$ cat src/rtl/canny_pkg.sv
// rtl/canny_pkg.sv - shared widths and types for the Sobel gradient stage
package canny_pkg;

  localparam int PIX_W_DEF  = 8;
  localparam int GRAD_W_DEF = 11;

  typedef logic [PIX_W_DEF-1:0]         pix_t;
  typedef logic signed [GRAD_W_DEF-1:0] grad_t;

  typedef struct packed {
    grad_t gx;
    grad_t gy;
    logic  last;
  } grad_pair_t;

endpackage

$ cat src/rtl/canny_sobel_grad_if.sv
// rtl/canny_sobel_grad_if.sv - pixel-in / gradient-out stream bundle
interface canny_sobel_grad_if import canny_pkg::*; #(
  parameter int PIX_W  = PIX_W_DEF,
  parameter int GRAD_W = GRAD_W_DEF
);

  logic                     in_valid;
  logic                     in_ready;
  logic [PIX_W-1:0]         in_pixel;
  logic                     out_valid;
  logic                     out_ready;
  logic signed [GRAD_W-1:0] out_gx;
  logic signed [GRAD_W-1:0] out_gy;
  logic                     out_last;

  // pixel source / gradient sink side
  modport master (
    output in_valid, in_pixel, out_ready,
    input  in_ready, out_valid, out_gx, out_gy, out_last
  );

  // Sobel stage side
  modport slave (
    input  in_valid, in_pixel, out_ready,
    output in_ready, out_valid, out_gx, out_gy, out_last
  );

endinterface

$ cat src/rtl/canny_line_buf.sv
// rtl/canny_line_buf.sv - one-row line buffer, async read, write on transfer
module canny_line_buf #(
  parameter int DEPTH = 64,
  parameter int WIDTH = 16,
  parameter int AW    = 6
) (
  input  logic             clk,
  input  logic             i_we,
  input  logic [AW-1:0]    i_addr,
  input  logic [WIDTH-1:0] i_wdata,
  output logic [WIDTH-1:0] o_rdata
);

  logic [WIDTH-1:0] r_mem [DEPTH];

  // Read is combinational so the old column is visible in the same cycle it is overwritten
  assign o_rdata = r_mem[i_addr];

  // Contents need no reset: output is gated until two fresh rows have been written
  always_ff @(posedge clk) begin
    if (i_we) r_mem[i_addr] <= i_wdata;
  end

endmodule

$ cat src/rtl/canny_sobel_grad.sv
// rtl/canny_sobel_grad.sv - streaming 3x3 Sobel gx/gy with one-deep output register
module canny_sobel_grad import canny_pkg::*; #(
  parameter int IMG_W  = 64,
  parameter int IMG_H  = 64,
  parameter int PIX_W  = PIX_W_DEF,
  parameter int GRAD_W = GRAD_W_DEF
) (
  input logic               clk,
  input logic               reset,
  canny_sobel_grad_if.slave bus
);

  localparam int CW = (IMG_W > 1) ? $clog2(IMG_W) : 1;
  localparam int RW = (IMG_H > 1) ? $clog2(IMG_H) : 1;
  localparam logic [CW-1:0] COL_MAX = CW'(IMG_W - 1);
  localparam logic [RW-1:0] ROW_MAX = RW'(IMG_H - 1);

  logic [CW-1:0]            r_col;
  logic [RW-1:0]            r_row;
  logic [PIX_W-1:0]         r_win [3][3];
  logic [2*PIX_W-1:0]       w_lb_rd;
  logic                     r_pend;
  logic                     r_pend_last;
  logic                     r_out_valid;
  logic                     r_out_last;
  logic signed [GRAD_W-1:0] r_out_gx;
  logic signed [GRAD_W-1:0] r_out_gy;
  logic signed [GRAD_W-1:0] w_gx;
  logic signed [GRAD_W-1:0] w_gy;
  logic                     w_in_ready;
  logic                     w_xfer;
  logic                     w_complete;
  logic                     w_frame_end;
  logic                     w_load;

  function automatic logic signed [GRAD_W-1:0] ext(input logic [PIX_W-1:0] p);
    return {{(GRAD_W-PIX_W){1'b0}}, p};
  endfunction

  assign w_in_ready  = bus.out_ready || !r_out_valid;
  assign w_xfer      = bus.in_valid && w_in_ready;
  assign w_complete  = (r_row >= RW'(2)) && (r_col >= CW'(2));
  assign w_frame_end = (r_row == ROW_MAX) && (r_col == COL_MAX);
  // r_pend can only be held back while the output is stalled, which also blocks input,
  // so the window is never shifted under an unconsumed result
  assign w_load      = r_pend && w_in_ready;

  assign bus.in_ready  = w_in_ready;
  assign bus.out_valid = r_out_valid;
  assign bus.out_gx    = r_out_gx;
  assign bus.out_gy    = r_out_gy;
  assign bus.out_last  = r_out_last;

  // Packed line buffer: upper half is two rows back, lower half is one row back
  canny_line_buf #(
    .DEPTH (IMG_W),
    .WIDTH (2*PIX_W),
    .AW    (CW)
  ) u_line_buf (
    .clk     (clk),
    .i_we    (w_xfer),
    .i_addr  (r_col),
    .i_wdata ({w_lb_rd[PIX_W-1:0], bus.in_pixel}),
    .o_rdata (w_lb_rd)
  );

  // Raster position of the next incoming pixel
  always_ff @(posedge clk or negedge reset) begin
    if (!reset) begin
      r_col <= '0;
      r_row <= '0;
    end else if (w_xfer) begin
      if (r_col == COL_MAX) begin
        r_col <= '0;
        r_row <= (r_row == ROW_MAX) ? '0 : r_row + 1'b1;
      end else begin
        r_col <= r_col + 1'b1;
      end
    end
  end

  // 3x3 window shifts left; right column is {two rows up, one row up, incoming}
  always_ff @(posedge clk or negedge reset) begin
    if (!reset) begin
      for (int r = 0; r < 3; r++)
        for (int c = 0; c < 3; c++)
          r_win[r][c] <= '0;
    end else if (w_xfer) begin
      for (int r = 0; r < 3; r++) begin
        r_win[r][0] <= r_win[r][1];
        r_win[r][1] <= r_win[r][2];
      end
      r_win[0][2] <= w_lb_rd[2*PIX_W-1:PIX_W];
      r_win[1][2] <= w_lb_rd[PIX_W-1:0];
      r_win[2][2] <= bus.in_pixel;
    end
  end

  // Marks that the window holds a complete, not yet emitted neighbourhood
  always_ff @(posedge clk or negedge reset) begin
    if (!reset) begin
      r_pend      <= 1'b0;
      r_pend_last <= 1'b0;
    end else if (w_xfer) begin
      r_pend      <= w_complete;
      r_pend_last <= w_frame_end;
    end else if (w_load) begin
      r_pend      <= 1'b0;
    end
  end

  // Sobel kernels on zero-extended pixels; full range fits without saturation
  always_comb begin
    w_gx = '0;
    w_gy = '0;
    w_gx = (ext(r_win[0][2]) + ext(r_win[1][2]) + ext(r_win[1][2]) + ext(r_win[2][2]))
         - (ext(r_win[0][0]) + ext(r_win[1][0]) + ext(r_win[1][0]) + ext(r_win[2][0]));
    w_gy = (ext(r_win[2][0]) + ext(r_win[2][1]) + ext(r_win[2][1]) + ext(r_win[2][2]))
         - (ext(r_win[0][0]) + ext(r_win[0][1]) + ext(r_win[0][1]) + ext(r_win[0][2]));
  end

  // Output register: load a pending result, otherwise drop valid once accepted
  always_ff @(posedge clk or negedge reset) begin
    if (!reset) begin
      r_out_valid <= 1'b0;
      r_out_gx    <= '0;
      r_out_gy    <= '0;
      r_out_last  <= 1'b0;
    end else if (w_load) begin
      r_out_valid <= 1'b1;
      r_out_gx    <= w_gx;
      r_out_gy    <= w_gy;
      r_out_last  <= r_pend_last;
    end else if (bus.out_ready) begin
      r_out_valid <= 1'b0;
    end
  end

endmodule

$ cat src/flat_wrapper.sv
// flat-port wrapper written by rule: the top's interface ports become plain ports
module canny_sobel_grad_flat import canny_pkg::*;
#(
  parameter int IMG_W  = 64,
  parameter int IMG_H  = 64,
  parameter int PIX_W  = PIX_W_DEF,
  parameter int GRAD_W = GRAD_W_DEF
)
  (clk, reset, bus_in_valid, bus_in_pixel, bus_out_ready, bus_in_ready, bus_out_valid, bus_out_gx, bus_out_gy, bus_out_last);
  canny_sobel_grad_if #(.PIX_W(PIX_W), .GRAD_W(GRAD_W)) bus_i ();
  input logic clk;
  input logic reset;
  input wire logic [$bits(bus_i.in_valid)-1:0] bus_in_valid;
  input wire logic [$bits(bus_i.in_pixel)-1:0] bus_in_pixel;
  input wire logic [$bits(bus_i.out_ready)-1:0] bus_out_ready;
  output wire logic [$bits(bus_i.in_ready)-1:0] bus_in_ready;
  output wire logic [$bits(bus_i.out_valid)-1:0] bus_out_valid;
  output wire logic [$bits(bus_i.out_gx)-1:0] bus_out_gx;
  output wire logic [$bits(bus_i.out_gy)-1:0] bus_out_gy;
  output wire logic [$bits(bus_i.out_last)-1:0] bus_out_last;
  assign bus_i.in_valid = bus_in_valid;
  assign bus_i.in_pixel = bus_in_pixel;
  assign bus_i.out_ready = bus_out_ready;
  assign bus_in_ready = bus_i.in_ready;
  assign bus_out_valid = bus_i.out_valid;
  assign bus_out_gx = bus_i.out_gx;
  assign bus_out_gy = bus_i.out_gy;
  assign bus_out_last = bus_i.out_last;
  canny_sobel_grad #(.IMG_W(IMG_W), .IMG_H(IMG_H), .PIX_W(PIX_W), .GRAD_W(GRAD_W)) u_core (.clk(clk), .reset(reset), .bus(bus_i));
endmodule
$ cat config.mk
export PLATFORM = sky130hd
export DESIGN_NAME = canny_sobel_grad_flat
export DESIGN_NICKNAME = d
export VERILOG_FILES = /design/src/rtl/canny_pkg.sv /design/src/rtl/canny_sobel_grad_if.sv /design/src/rtl/canny_line_buf.sv /design/src/rtl/canny_sobel_grad.sv /design/src/flat_wrapper.sv
export SDC_FILE = /design/constraint.sdc
export NUM_CORES = 1
export LEC_CHECK = 0
export CAP_MARGIN = 20
export CELL_PAD_IN_SITES_DETAIL_PLACEMENT = 1
export CELL_PAD_IN_SITES_GLOBAL_PLACEMENT = 1
export CORE_AREA = 2 2 284 286
export CTS_BUF_LIST = sky130_fd_sc_hd__clkbuf_16
export CTS_CLUSTER_SIZE = 16
export DETAILED_ROUTE_END_ITERATION = 8
export DIE_AREA = 0 0 286 288
export PLACE_DENSITY = 0.95
export SYNTH_ARGS = -nofsm -noshare
export SYNTH_HDL_FRONTEND = slang
export SYNTH_SLANG_ARGS = --single-unit
$ cat constraint.sdc
create_clock -name clk -period 10 [get_ports clk]
set_input_delay 1.5 -clock clk [delete_from_list [all_inputs] [get_ports clk]]
set_output_delay 1.5 -clock clk [all_outputs]
set_load 0.005 [all_outputs]
# Word level (Yosys, flattened, before mapping)
# Memories as Yosys holds them, arrays and structs flattened.
# Index checks and enable logic that the tools add are counted.
dict set report totals {
  ff_bits 110
  ram_bits 1024
  output_inout_bits 25
  memories 1
}
dict set report classes {
  n_addsub 16
  order_cmp 2
  n_eq_ne 2
  muxes 8
  reduce_logical 9
}
# name depth word_bits rd rd_clocked_by_memory_dff wr line_no
set memory_table {}
lappend memory_table {u_core.u_line_buf.r_mem 64 16 1 0 1 canny_line_buf.sv:14} ;# logic [WIDTH-1:0] r_mem [DEPTH];
# cell count
set op_table {}
lappend op_table {{11-bit by 9-bit adder with 11-bit output} 8}
lappend op_table {{8-bit by 8-bit adder with 9-bit output} 4}
lappend op_table {{11-bit subtractor} 2}
lappend op_table {{6-bit by 1-bit adder with 6-bit output (second input constant)} 2}
lappend op_table {{6-bit equality test (second input constant)} 2}
lappend op_table {{6-bit by 2-bit greater-or-equal comparator with 1-bit output (second input constant)} 2}
lappend op_table {{6-bit 2-to-1 mux} 2}
lappend op_table {{1-bit 2-to-1 mux} 6}
lappend op_table {{1-bit logical AND} 4}
lappend op_table {{2-bit nonzero test} 2}
lappend op_table {{2-bit AND reduction} 1}
lappend op_table {{1-bit zero test} 1}
lappend op_table {{1-bit logical OR} 1}

# Logic depth before layout (Yosys ltp)
dict set report depth {
  depth_word 5
  depth_mapped 21
  ltp_nobuf 21
}

# Cells and area by module
# A second synthesis with hierarchy kept.
dict set report hier_totals {
  cells_unflattened 2929
  hier_area_um2 45985.4
}
# module n_inst cells_per_inst area_per_inst_um2
set by_module_without_submodules {}
lappend by_module_without_submodules {canny_line_buf 1 2248 39160.1}
lappend by_module_without_submodules {canny_sobel_grad 1 681 6825.3}

# Least setup slack after synthesis
# No wires, ideal clock.
dict set report synth_path {
  kind {reg-to-reg}
  startpoint {reg u_core.r_win[56] in the netlist's numbering}
  endpoint {reg u_core.r_out_gy[8], in the netlist u_core.bus.out_gy[8]}
  setup_ps 69
  arrival_time_ps 4443
  required_ps 9931
  setup_slack_ps 5488
  stages_incl_launch_ff 19
  n_path_buf 0
  period_less_slack_ps 4512
  path_cell_list {dfrtp_1 > ha_1 > fa_1 > a21o_1 > a21oi_1 > o21bai_1 > a21oi_1 > xnor2_1 > fa_1 > inv_1 > fa_1 > inv_1 > fa_1 > inv_1 > ha_1 > a21o_1 > a31o_2 > or4_1 > nand3_1}
}
dict set report synth_via {
  elab_chain_cells 4
}
# element line_no
set synth_lines {}
lappend synth_lines {{start: declaration} canny_sobel_grad.sv:20} ;# logic [PIX_W-1:0] r_win [3][3];
lappend synth_lines {{start signal: indexed assignment} canny_sobel_grad.sv:90} ;# r_win[r][0] <= r_win[r][1];
lappend synth_lines {{start signal: indexed assignment} canny_sobel_grad.sv:91} ;# r_win[r][1] <= r_win[r][2];
lappend synth_lines {{8-bit by 8-bit adder with 9-bit output} canny_sobel_grad.sv:119} ;# - (ext(r_win[0][0]) + ext(r_win[0][1]) + ext(r_win[0][1]) + ext(r_win[0][2]));
lappend synth_lines {{11-bit by 9-bit adder with 11-bit output * (2 in series)} canny_sobel_grad.sv:119}
lappend synth_lines {{11-bit subtractor *} canny_sobel_grad.sv:119}
lappend synth_lines {{end signal: assignment} canny_sobel_grad.sv:132} ;# r_out_gy <= w_gy;
lappend synth_lines {{end: declaration} canny_sobel_grad.sv:27} ;# logic signed [GRAD_W-1:0] r_out_gy;
# Every way passes the cells marked *; elsewhere a longest branch is shown, timed or not.
# A chain may end at the register's enable or synchronous reset.

# Worst setup path after layout
dict set report layout_path {
  startpoint {reg u_core.r_win[24] in the netlist's numbering}
  endpoint {reg u_core.r_out_gx[8], in the netlist u_core.bus.out_gx[8]}
}
dict set report layout_via {
  elab_chain_cells 4
}
# element line_no
set layout_lines {}
lappend layout_lines {{8-bit by 8-bit adder with 9-bit output} canny_sobel_grad.sv:116} ;# w_gx = (ext(r_win[0][2]) + ext(r_win[1][2]) + ext(r_win[1][2]) + ext(r_win[2][2]))
lappend layout_lines {{11-bit by 9-bit adder with 11-bit output * (2 in series)} canny_sobel_grad.sv:116}
lappend layout_lines {{11-bit subtractor *} canny_sobel_grad.sv:117} ;# - (ext(r_win[0][0]) + ext(r_win[1][0]) + ext(r_win[1][0]) + ext(r_win[2][0]));
lappend layout_lines {{end signal: assignment} canny_sobel_grad.sv:131} ;# r_out_gx <= w_gx;
lappend layout_lines {{end: declaration} canny_sobel_grad.sv:26} ;# logic signed [GRAD_W-1:0] r_out_gx;
# Marked as above.

==> run_results.csv <==
group,metric,value,unit
clocking,clkLatencyLatePin,750,ps
timing,rsz_0062_raised_after_global_routing,"no",
grt,grtUsageTotal,38.0,%
placement,pre_cts_slack,4600,ps
clocking,path_clk_slew,70,ps
floorplanning,placeableCoreArea,79600,sq um
routing,avgViaCountPerCell,7.26,
floorplanning,floorplan.io_pins,37,
clocking,post-cts-setup-buffers,0,
floorplanning,die_height,288,microns
floorplanning,fp-row-count,104,
yosys,synthFlopType,"edfxtp_1",
yosys,synth_seq_cells,1134,
cells_and_area,final-seq-area,33500,sq um
setup_path,timing.critical_path.buf_inv,2,
cells_and_area,fill_cells,6559,
timing,finalHoldViolCount,0,
timing,setup_viol,0,
routing,drt_drc_violations_left,0,
timing,setup_slack_of_the_critical_path_after_layout,4520,ps
yosys,synth_nets,2696,
routing,initialDrtViolationCount,4363,
yosys,syn-mean-instance-area,18.5,sq um
yosys,postSynthCellCount,2556,
yosys,synthesis.area,47200,sq um
yosys,ys_warn_count,0,
setup_path,cp_top_family,"adder cells",
placement,place.port_buffers,36,
grt,initial_antenna_violation_count,18,
clocking,ctsRootBufferMaster,"clkbuf_16",
setup_path,setup.reg_to_reg.worst_slack,4520,ps
setup_path,timing.critical_path.arrival,6060,ps
floorplanning,die_area,82400,sq um
cells_and_area,drive_above_1_share,18.8,%
yosys,synth.distinct_cells,71,
routing,drt-wirelength-per-cell,39.4,microns
timing,max_slew_margin,12.0,%
grt,grt_start_max_net_pins,91,
placement,gpl.final_weighted_congestion,0.890,
setup_path,crit_required,10580,ps
floorplanning,die_width,286,microns
setup_path,cp_slowest_cell,"a2111oi_0",
placement,detailedPlacementHpwl,80.3,mm
clocking,number_of_gates_given_a_new_drive_strength_after_cts,0,
clocking,numClockSinks,1134,
timing,final_max_slew_violation_count,0,
timing,min_cycle_time_layout,5480,ps
timing,timing.final.crit_share,54.8,%
cells_and_area,layout.cells.most_common,"edfxtp_1",
yosys,ys_async_sr_fraction,9.70,%
clocking,cts-htree-levels,3,
setup_path,worst_setup_path_end_kind,"register",
cells_and_area,areaGrowthSynthToFinish,11.9,%
clocking,cts_max_path_buffers,3,
cells_and_area,footprint_of_the_multi_input_gates,12400,sq um
timing,setup_total_negative_slack,0,ps
min_path,hp-start,"u_core.r_pend_last$_DFFE_PN0P_",
setup_path,worstPathMaxFanout,4,
floorplanning,start_util,59.3,%
routing,wirelength,152,mm
cells_and_area,layout.nets,2824,
routing,vias,27900,
routing,drt_first_pass_iters,6,
min_path,timing.hold.worst_path_depth,2,
routing,drtAntennaViolNets,0,
timing,timing.fmax,182,MHz
setup_path,cpMostUsedCell,"fa_1",
setup_path,worst-r2r-cell-count,15,
yosys,sequential_fraction_of_the_synthesis_area,71.0,%
timing,finalClockSkew,78.4,ps
setup_path,critical_path.reg2reg.endpoint,"u_core.bus.out_gx[8]$_DFFE_PN0P_",
yosys,synth-edff-count,1024,
status,run_status,"completed",
min_path,min_to,"u_core.bus.out_last$_DFFE_PN0P_",
cells_and_area,final_cell_mix,"edfxtp_1, mux4_2, nand2_1",
timing,tightest_slew,1320,ps
clocking,cts_hold_repair.buffers,0,
grt,vias_in_the_first_global_route,28800,
clocking,cts_tree,"done",
grt,grt_first_pass_wirelength,219,mm
job,max-cap-violations,0,
clocking,cts_inserted_buffers,110,
setup_path,worst-setup-path-type,"register to register",
setup_path,worst_path_largest_cell_delay,810,ps
min_path,hold_path_class,"register to register",
setup_path,worst_setup_start_kind,"register",
grt,grt_remaining_overflow,0,
setup_path,cp_cell_sequence,"ha_1 > inv_1 > fa_1 > xor2_1 > fa_1 > fa_1 > fa_1 > inv_1 > ha_1 > a21o_1 > a21oi_1 > o21bai_1 > a2111oi_0 > nor3_1 > o31ai_1",
setup_path,worst_r2r_startpoint,"u_core.r_win[24]$_DFFE_PN0P_",
## registers in the layout (all words and copies together) (netlist names)
register	count
u_core.u_line_buf.r_mem	1024
u_core.bus.out_gx	11
u_core.bus.out_valid	1
u_core.r_col	6
u_core.bus.out_last	1
u_core.r_pend	1
u_core.r_pend_last	1
u_core.r_row	6
u_core.r_win	72
u_core.bus.out_gy	11
## per-stage QoR
stage               instances  hold slack (ps)  instance area [sq um]  utilization (%)
floorplan                2556              439                  47200                -
global placement         3626              451                  48900             61.4
detailed placement       3627              470                  48900             61.4
CTS                      3837              486                  52700             66.2
global route             3842              520                  52800             66.3
finish                   3849              481                  52800             66.3
## Yosys cell counts (8+ instances only)
master / count / area share, %
a21o_1: 16 / 0.25
a21oi_1: 45 / 0.48
a221oi_1: 12 / 0.22
a22o_1: 9 / 0.17
a22oi_1: 39 / 0.62
a31oi_1: 8 / 0.11
buf_2: 34 / 0.36
buf_4: 11 / 0.18
buf_6: 19 / 0.45
clkbuf_1: 48 / 0.38
dfrtp_1: 110 / 5.8
edfxtp_1: 1024 / 65
fa_1: 70 / 3.0
ha_1: 58 / 1.5
inv_1: 150 / 1.2
mux2i_1: 93 / 2.0
mux4_1: 21 / 1.2
mux4_2: 218 / 10
nand2_1: 176 / 1.4
nand3_1: 25 / 0.27
nand4_1: 9 / 0.12
nor2_1: 106 / 0.84
nor2b_1: 8 / 0.11
nor3_1: 15 / 0.16
o211ai_1: 12 / 0.19
o21a_1: 11 / 0.18
o21ai_0: 52 / 0.55
o22ai_1: 18 / 0.24
xnor2_1: 24 / 0.45
xor2_1: 15 / 0.28
## kinds of logic (layout without fill, tap and decap cells)
kind of cell               after synthesis  after routing  share of synthesized area (%)
AOI/OAI and AO/OA                      267            267                           3.84
xor gates and xnor gates                39             39                          0.724
adders and majority gates              128            128                           4.51
buffers and inverters                  275            501                           2.78
DFF                                   1134           1134                           71.0
muxes                                  337            337                           13.7
other                                    0              7                              0
and+or+nand+nor                        376            376                           3.47
## worst max-delay path by stage
| stage | cells after the start | slack (ps) | start | endpoint |
|---|---|---|---|---|
| after CTS | 9 | 4320 | u_core.r_col[1]$_DFFE_PN0P_ | u_core.r_win[26]$_DFFE_PN0P_ |
| final | 15 | 4520 | u_core.r_win[24]$_DFFE_PN0P_ | u_core.bus.out_gx[8]$_DFFE_PN0P_ |
| after detailed placement | 9 | 4600 | u_core.r_col[1]$_DFFE_PN0P_ | u_core.r_win[26]$_DFFE_PN0P_ |
| after global placement | 20 | 5020 | u_core.r_win[8]$_DFFE_PN0P_ | u_core.bus.out_gy[8]$_DFFE_PN0P_ |
| after global routing | 7 | 4350 | u_core.r_col[0]$_DFFE_PN0P_ | u_core.u_line_buf.r_mem[45][15]$_DFFE_PP_ |
| after floorplan | 18 | 5490 | u_core.r_win[56]$_DFFE_PN0P_ | u_core.bus.out_gy[8]$_DFFE_PN0P_ |
## worst reg2reg max path, delay by kind of cell (launching register included)
family                   cells  cell delay, ps
AND/OR/NAND/NOR              1             110
XOR/XNOR                     1             310
flip-flops                   1             460
adder cells (fa/ha/maj)      6            2550
AO/OA/AOI/OAI                5            1710
buffers and inverters        2             170
## final cells by class
cell class              count  area share, %
flip-flops and latches   1134           63.5
clock inverters           100           1.93
repair buffers            140           2.28
multi-input cells        1147           23.5
clock buffers             110           5.21
inverters                 151           1.07
well taps                1060           2.51
diodes                      7         0.0332
## metal layers
| metal | vias to the layer above | wire, microns | GRT usage (%) |
|---|---|---|---|
| met5 | - | 135 | 0.0581 |
| met1 | 14300 | 50000 | 48.0 |
| li1 | 10300 | - | - |
| met4 | 22 | 10200 | 20.7 |
| met3 | 648 | 19200 | 11.0 |
| met2 | 2702 | 72300 | 60.2 |
Power is left out: the tool's default activity adds up to more than one toggle a clock period on the data nets, which glitch-free logic cannot reach.
